`src/rtl/wb_pkg.sv`:
```
// Shared types for the writeback port arbiter: register-file select, buffered
// LLU entry, and the x0 null-write test used by both write sources.
package wb_pkg;
  typedef enum logic {RF_INT = 1'b0, RF_FLOAT = 1'b1} rf_sel_t;

  typedef struct packed {
    rf_sel_t     file;
    logic [4:0]  rd;
    logic [31:0] data;
  } wb_entry_t;

  function automatic logic is_null_write(rf_sel_t file, logic [4:0] rd);
    return (file == RF_INT) && (rd == 5'd0);
  endfunction
endpackage

```
`src/rtl/wb_fifo.sv`:
```
// Small synchronous FIFO of writeback entries; pointers wrap modulo DEPTH
// (power of two), count is one bit wider than the pointers.
module wb_fifo
  import wb_pkg::*;
#(
  parameter int DEPTH = 2
) (
  input  logic                     clk,
  input  logic                     rst_n,
  input  logic                     push,
  input  wb_entry_t                push_data,
  input  logic                     pop,
  output wb_entry_t                pop_data,
  output logic                     full,
  output logic                     empty,
  output logic [$clog2(DEPTH):0]   count
);
  localparam int AW = $clog2(DEPTH);

  wb_entry_t       mem_q [DEPTH];
  logic [AW-1:0]   wr_ptr_q, wr_ptr_d, rd_ptr_q, rd_ptr_d;
  logic [AW:0]     count_q, count_d;
  logic            do_push, do_pop;

  assign full     = (count_q == (AW+1)'(DEPTH));
  assign empty    = (count_q == '0);
  assign count    = count_q;
  assign pop_data = mem_q[rd_ptr_q];

  always_comb begin
    do_push  = push && !full;
    do_pop   = pop && !empty;
    wr_ptr_d = wr_ptr_q + AW'(do_push);
    rd_ptr_d = rd_ptr_q + AW'(do_pop);
    count_d  = count_q + (AW+1)'(do_push) - (AW+1)'(do_pop);
  end

  always_ff @(posedge clk or negedge rst_n) begin
    if (!rst_n) begin
      wr_ptr_q <= '0;
      rd_ptr_q <= '0;
      count_q  <= '0;
    end else begin
      wr_ptr_q <= wr_ptr_d;
      rd_ptr_q <= rd_ptr_d;
      count_q  <= count_d;
    end
  end

  // Storage needs no reset; the pointers define which entries are live.
  always_ff @(posedge clk) begin
    if (do_push) mem_q[wr_ptr_q] <= push_data;
  end
endmodule

```
`src/rtl/wb_port_arbiter.sv`:
```
// Shares the int/float RF write ports between the MEM/WB stream (priority) and
// buffered LLU results, stalling the pipeline once a head entry has starved.
module wb_port_arbiter
  import wb_pkg::*;
#(
  parameter int BUF_DEPTH    = 2,
  parameter int STARVE_LIMIT = 8
) (
  input  logic                        clk,
  input  logic                        rst_n,
  input  logic                        wb_we,
  input  logic                        wb_float,
  input  logic [4:0]                  wb_rd,
  input  logic [31:0]                 wb_data,
  input  logic                        llu_valid,
  output logic                        llu_ready,
  input  logic                        llu_float,
  input  logic [4:0]                  llu_rd,
  input  logic [31:0]                 llu_data,
  output logic                        pipe_stall,
  output logic                        irf_we,
  output logic [4:0]                  irf_waddr,
  output logic [31:0]                 irf_wdata,
  output logic                        frf_we,
  output logic [4:0]                  frf_waddr,
  output logic [31:0]                 frf_wdata,
  output logic [$clog2(BUF_DEPTH):0]  buf_count
);
  localparam int AGE_W = $clog2(STARVE_LIMIT + 1);

  wb_entry_t        llu_entry, head;
  logic             full, empty, push, pop;
  rf_sel_t          p_file;
  logic             p_vld, h_vld, h_null, conflict, issue_p, issue_h;
  logic [AGE_W-1:0] age_q, age_d;
  logic             irf_we_q, irf_we_d, frf_we_q, frf_we_d;
  logic [4:0]       irf_waddr_q, irf_waddr_d, frf_waddr_q, frf_waddr_d;
  logic [31:0]      irf_wdata_q, irf_wdata_d, frf_wdata_q, frf_wdata_d;

  assign llu_ready = !full && rst_n;
  assign push      = llu_valid && llu_ready;
  assign llu_entry = '{file: rf_sel_t'(llu_float), rd: llu_rd, data: llu_data};
  assign pipe_stall = (age_q == AGE_W'(STARVE_LIMIT)) && !empty;

  wb_fifo #(.DEPTH(BUF_DEPTH)) u_fifo (
    .clk       (clk),
    .rst_n     (rst_n),
    .push      (push),
    .push_data (llu_entry),
    .pop       (pop),
    .pop_data  (head),
    .full      (full),
    .empty     (empty),
    .count     (buf_count)
  );

  always_comb begin
    p_file   = rf_sel_t'(wb_float);
    p_vld    = wb_we && !is_null_write(p_file, wb_rd);
    h_vld    = !empty;
    h_null   = is_null_write(head.file, head.rd);
    // A null head never competes for a port, so it cannot be a conflict.
    conflict = h_vld && p_vld && !h_null && (head.file == p_file);
    issue_p  = p_vld && !pipe_stall;
    issue_h  = h_vld && (pipe_stall || !conflict);
    pop      = issue_h;

    age_d = age_q;
    if (pop) age_d = '0;
    else if (conflict && (age_q < AGE_W'(STARVE_LIMIT))) age_d = age_q + AGE_W'(1);

    irf_we_d    = 1'b0;
    irf_waddr_d = irf_waddr_q;
    irf_wdata_d = irf_wdata_q;
    frf_we_d    = 1'b0;
    frf_waddr_d = frf_waddr_q;
    frf_wdata_d = frf_wdata_q;
    if (issue_p) begin
      if (p_file == RF_FLOAT) begin
        frf_we_d = 1'b1; frf_waddr_d = wb_rd; frf_wdata_d = wb_data;
      end else begin
        irf_we_d = 1'b1; irf_waddr_d = wb_rd; irf_wdata_d = wb_data;
      end
    end
    if (issue_h && !h_null) begin
      if (head.file == RF_FLOAT) begin
        frf_we_d = 1'b1; frf_waddr_d = head.rd; frf_wdata_d = head.data;
      end else begin
        irf_we_d = 1'b1; irf_waddr_d = head.rd; irf_wdata_d = head.data;
      end
    end
  end

  always_ff @(posedge clk or negedge rst_n) begin
    if (!rst_n) begin
      age_q       <= '0;
      irf_we_q    <= 1'b0;
      irf_waddr_q <= '0;
      irf_wdata_q <= '0;
      frf_we_q    <= 1'b0;
      frf_waddr_q <= '0;
      frf_wdata_q <= '0;
    end else begin
      age_q       <= age_d;
      irf_we_q    <= irf_we_d;
      irf_waddr_q <= irf_waddr_d;
      irf_wdata_q <= irf_wdata_d;
      frf_we_q    <= frf_we_d;
      frf_waddr_q <= frf_waddr_d;
      frf_wdata_q <= frf_wdata_d;
    end
  end

  assign irf_we    = irf_we_q;
  assign irf_waddr = irf_waddr_q;
  assign irf_wdata = irf_wdata_q;
  assign frf_we    = frf_we_q;
  assign frf_waddr = frf_waddr_q;
  assign frf_wdata = frf_wdata_q;
endmodule

```
`config.mk`:
```
export PLATFORM = sky130hd
export DESIGN_NAME = wb_port_arbiter
export DESIGN_NICKNAME = d
export VERILOG_FILES = /design/src/rtl/wb_pkg.sv /design/src/rtl/wb_fifo.sv /design/src/rtl/wb_port_arbiter.sv
export SDC_FILE = /design/constraint.sdc
export NUM_CORES = 1
export LEC_CHECK = 0
export CORE_MARGIN = 2
export CORE_UTILIZATION = 54
export DETAILED_ROUTE_END_ITERATION = 8
export PLACE_DENSITY = 0.9
export SLEW_MARGIN = 10
export SYNTH_ARGS = -nofsm -noshare
export SYNTH_HDL_FRONTEND = slang
export SYNTH_SLANG_ARGS = --single-unit
```
`constraint.sdc`:
```
create_clock -name clk -period 4.52 [get_ports clk]
set_input_delay 0.904 -clock clk [delete_from_list [all_inputs] [get_ports clk]]
set_output_delay 0.904 -clock clk [all_outputs]
set_load 0.02 [all_outputs]
```
# == Yosys cells after proc, flatten, opt, wreduce, memory -nomap -nowiden ==
# Memory sizes are Yosys's and may differ from the RTL's.
# Cells that the tools add are included.
# op_classes
addsub,5
n_lt_le_gt_ge,1
eq_ne,3
mux,28
n_bitwise,2
n_reduce_logical,26
# ops
op,count
2-to-1 mux 32 bit,8
2-to-1 mux 5 bit,8
logical AND 1 bit,15
logical NOT 5 bit,2
2-to-1 mux 1 bit,10
2-to-1 mux 4 bit,2
logical NOT 1 bit,6
"adder 4 x 1 -> 4 bit, second input constant",1
"== test 4 bit, second input constant",1
"< comparator 4 bit, second input constant",1
adder 1 bit,2
adder 2 x 1 -> 2 bit,1
"== test 2 bit, second input constant",1
logical NOT 2 bit,1
inverter 1 bit,2
nonzero test 2 bit,1
subtractor 2 x 1 -> 2 bit,1
== test 1 bit,1
logical OR 1 bit,1
# word_totals
reg_bits,84
ramBits,76
in_bits,80
word_cells,76
n_memories,1
# mem_list
name,words,word_bits,rd,rd_ports_with_merged_regs,write_ports,line,source
u_fifo.mem_q,2,38,1,0,1,wb_fifo.sv:20,wb_entry_t mem_q [DEPTH];

# == Longest topological paths before layout ==
# depth
word_depth,12
ltp_mapped,11
depth_no_buf,11

# == Cells and area by module ==
# Synthesis repeated with hierarchy kept, for this count alone.
# unflattened
cells_unflattened,430
area_unflattened_um2,7178.1
# by_module_without_submodules
mod,instances,cells_each,area_per_inst_um2,seq_area_each_um2
wb_port_arbiter,1,292,4170.2,2001.9
wb_fifo,1,138,3007.9,2382.3

# == Worst setup path after synthesis ==
# Ideal clock, no wire load.
# synth_path
kind,input port to flip-flop
from,input port rst_n
to,memory u_fifo.mem_q[1][0] in the netlist's numbering (enable)
setup_ns,0.399
arrival_time_ns,2.703
required_time_ns,4.121
slack_ns,1.418
cell_stages,3
cell_sequence,a21boi_0 and2_1 ha_1
# synth_via
elab_chain_cells,5
# synth_lines
item,line,source
from (decl),wb_port_arbiter.sv:10,"input logic rst_n,"
logical AND 1 bit,wb_port_arbiter.sv:40,assign llu_ready = !full && rst_n;
logical AND 1 bit,wb_port_arbiter.sv:41,assign push = llu_valid && llu_ready;
logical AND 1 bit,wb_fifo.sv:31,do_push = push && !full;
2-to-1 mux 1 bit,wb_fifo.sv:52,if (do_push) mem_q[wr_ptr_q] <= push_data;
2-to-1 mux 1 bit (implied by the code),wb_fifo.sv:52,
to (decl),wb_fifo.sv:20,
# Every way passes these cells.

# == Final worst setup path ==
# layout_path
from,"register u_fifo.count_q[1], in the netlist u_fifo.count[1]"
to,output port pipe_stall
# layout_via
elab_chain_cells,3
# layout_lines
item,line,source
from (decl),wb_fifo.sv:22,"logic [AW:0] count_q, count_d;"
from (signal assigned),wb_fifo.sv:46,count_q <= count_d;
logical NOT 2 bit,wb_fifo.sv:26,assign empty = (count_q == '0);
logical NOT 1 bit,wb_port_arbiter.sv:43,assign pipe_stall = (age_q == AGE_W'(STARVE_LIMIT)) && !empty;
logical AND 1 bit,wb_port_arbiter.sv:43,
to (decl),wb_port_arbiter.sv:20,"output logic pipe_stall,"
# Every way passes these cells.

==> impl_metrics.py <==
metrics = {
    "power_and_ir_drop": {
        "ir_worst_vdd_mv": 0.323,
        "p_per_area_nw_per_um2": 692,
        "power.total_mw": 6.25,
        "cellLeakagePower_nw": 3.60,
    },
    "final_layout": {
        "areaGrowthSynthToFinish_pct": 34.3,
        "nets": 749,
        "n_antenna_cell": 0,
        "layout-drive-gt1-share": 0.123,
        "utilization": 0.746,
    },
    "worst_setup_path": {
        "r2r_cells": 6,
        "worstPathArrival_ns": 2.08,
        "cpPeakStageDelay_ns": 0.57,
        "cp.required_ns": 3.62,
        "crit_path_end_kind": "output pin",
        "cp-start-kind": "register",
        "path_class": "register to output pin",
        "cpMaxStageDelayCell": "clkdlybuf4s50_1",
        "critPathMaxFanout": 7,
        "worstPathCellList": "nor2_1 -> nor3_1 -> clkdlybuf4s50_1",
    },
    "floorplan": {
        "rows": 40,
        "coreArea_sq_um": 12100,
        "die_height_um": 116,
        "ioPinCount": 160,
        "die_w_um": 116,
        "initial_core_util": 0.555,
        "dieArea_sq_um": 13400,
    },
    "clock_tree": {
        "cts_resized": 0,
        "root_buffer": "clkbuf_16",
        "clk_path_buf_depth": 2,
        "cts_buffers": 17,
        "cts_htree_levels": 4,
        "cts_tree": "built",
        "clkTransAtPathRegs_ns": 0.06,
        "clk_latency_ns": 0.41,
        "post_cts_buffers": 0,
        "holdBufCountCts": 0,
        "cts_sinks": 160,
    },
    "detailed_routing": {
        "wl_met3_um": 941,
        "drc_errors": 0,
        "ant_nets": 0,
        "vias": 4804,
        "routed_wirelength_um": 16900,
        "first_pass_iters": 5,
        "drtIter0Drc": 359,
        "via_per_inst": 5.69,
        "wl_met2_um": 8670,
        "top_layer": "met4",
        "drt-met1-wl_um": 6660,
        "wl_per_cell_um": 20.0,
    },
    "logic_synthesis": {
        "synthArstFlopShare": 0.525,
        "yosysSeqAreaShare": 0.652,
        "netlist_area_sq_um": 6730,
        "synth_common_cells": "dfrtp_1, nand2_1, edfxtp_1, mux2i_1, o21ai_0",
        "synth_area_leaders": "edfxtp_1, dfrtp_1, mux2i_1",
        "ys_ff_latch": 160,
        "yosysUniqueCellTypes": 38,
        "yosys_warnings": 0,
        "avgSynthCellArea_sq_um": 13.2,
        "synthCells": 508,
        "yosys.cell_count.top_type": "dfrtp_1",
        "synth_flop_cell": "dfrtp_1",
        "synth_top_cell_by_area": "edfxtp_1",
        "synth_top_area_frac": 0.339,
        "synth_edf_count": 76,
        "syn_nets": 594,
    },
    "place": {
        "dp_hpwl_um": 10900,
        "io_buffer_count": 159,
        "gp_congestion": 0.837,
        "place_ws_ns": 1.33,
    },
    "hold_path": {
        "holdPathStages": 2,
        "min_path_type": "register to register",
    },
    "timing": {
        "timing.hold.ws_ns": 0.557,
        "period_share": 0.661,
        "fmax_mhz": 335,
        "maxSlewHeadroom": 0.251,
        "setup_viol": 0,
        "hold_viol_final": 0,
        "period_needed_ns": 2.99,
        "rsz0062_at_grt": "no",
        "tns_ns": 0,
        "fin_ws_ns": 1.53,
        "tightest_slew_ns": 1.12,
        "maxSlewViolCount": 0,
        "fin_skew_ns": 0.0136,
    },
    "global_route": {
        "grt_pass1_wl_um": 25900,
        "grt_max_degree": 85,
        "grt_use_total": 0.257,
        "grt_pass1_vias": 5066,
        "gr-total-overflow": 0,
        "antenna_found_initial": 0,
    },
    "outcome": {
        "outcome": "complete, no violations",
    },
    "flow_run": {
        "max_cap_viol_count": 0,
    },
}
## report_power, final
part / switching (mW) / total [mW] / internal [mW]
combinational: 1.37 / 2.60 / 1.23
clock: 0.528 / 1.37 / 0.840
sequential: 0.285 / 2.28 / 2.00
## state kept, by name, indices dropped and copies added (netlist names), 2 cells and up
| signal | count |
|---|---|
| age_q | 4 |
| u_fifo.mem_q | 76 |
| frf_wdata | 32 |
| frf_waddr | 5 |
| irf_wdata | 32 |
| u_fifo.count | 2 |
| irf_waddr | 5 |
## cells in the final DEF, fill, tap and decap left out, drive strengths merged
| cell type | Yosys | final |
|---|---|---|
| a41oi | 1 | 1 |
| o31a | 1 | 1 |
| clkdlybuf4s50 | 0 | 158 |
| or3 | 2 | 2 |
| dfrtp | 84 | 84 |
| o31ai | 4 | 4 |
| or2 | 1 | 1 |
| a21oi | 4 | 4 |
| nand2b | 1 | 1 |
| nand2 | 77 | 77 |
| clkinv | 0 | 4 |
| inv | 7 | 7 |
| a311oi | 1 | 1 |
| nor2b | 1 | 1 |
| and3 | 2 | 2 |
| buf | 11 | 7 |
| xnor2 | 2 | 2 |
| xor2 | 1 | 1 |
| mux2i | 72 | 72 |
| a21boi | 1 | 1 |
| mux2 | 38 | 38 |
| nor4 | 1 | 1 |
| nor2 | 9 | 9 |
| or4b | 1 | 1 |
| o21ai | 78 | 78 |
| a21o | 1 | 1 |
| and2 | 1 | 1 |
| nor3b | 1 | 1 |
| nor3 | 5 | 5 |
| ha | 6 | 6 |
| clkbuf | 18 | 28 |
| edfxtp | 76 | 76 |
## cell type report
cell class / instances / area (sq um)
clock inverter: 4 / 20.0
multi-input combinational: 312 / 2200
fill: 810 / 3080
tap: 168 / 210
sequential: 160 / 4390
clock buffer: 28 / 559
timing repair buffer: 165 / 1630
inverter: 7 / 26.3
## worst max-delay path, delay by kind of cell, from the launching register on
family        cells  cell delay (ns)
simple gates      2             0.66
buf+inv           1             0.57
flops             1             0.44
## path summary, 6_finish.rpt
path	startpoint	end	slack (ns)
setup / recovery	u_fifo.count[1]	pipe_stall	1.53
hold / removal	irf_waddr[3]	irf_waddr[3]	0.56
setup reg to reg	u_fifo.rd_ptr_q	irf_wdata[28]	1.57
hold reg to reg	irf_waddr[3]	irf_waddr[3]	0.56
max in group asynchronous	rst_n	u_fifo.rd_ptr_q	2.92
min in group asynchronous	rst_n	irf_waddr[1]	0.80
## per-layer routing
metal	vias to the layer above	GRT usage
li1	2132	-
met1	2388	0.315
met3	48	0.0492
met2	236	0.441
met4	0	0.126
met5	-	0
## stage by stage
step	area, sq um	std cells
after floorplan	6730	508
after CTS	9040	844
after global routing	9040	844
final	9040	844
after global placement	8460	812
after detailed placement	8460	812
## cells by family after synthesis
| group | count (synthesis) | synth area share |
|---|---|---|
| DFF | 160 | 0.652 |
| muxes | 110 | 0.171 |
| and+or+nand+nor | 102 | 0.0651 |
| AOI/OAI and AO/OA | 91 | 0.0722 |
| buffers and inverters | 36 | 0.0253 |
| adders and majority gates | 6 | 0.0112 |
| xor gates and xnor gates | 3 | 0.00391 |
No activity file was read; power rests on OpenSTA's default activity.
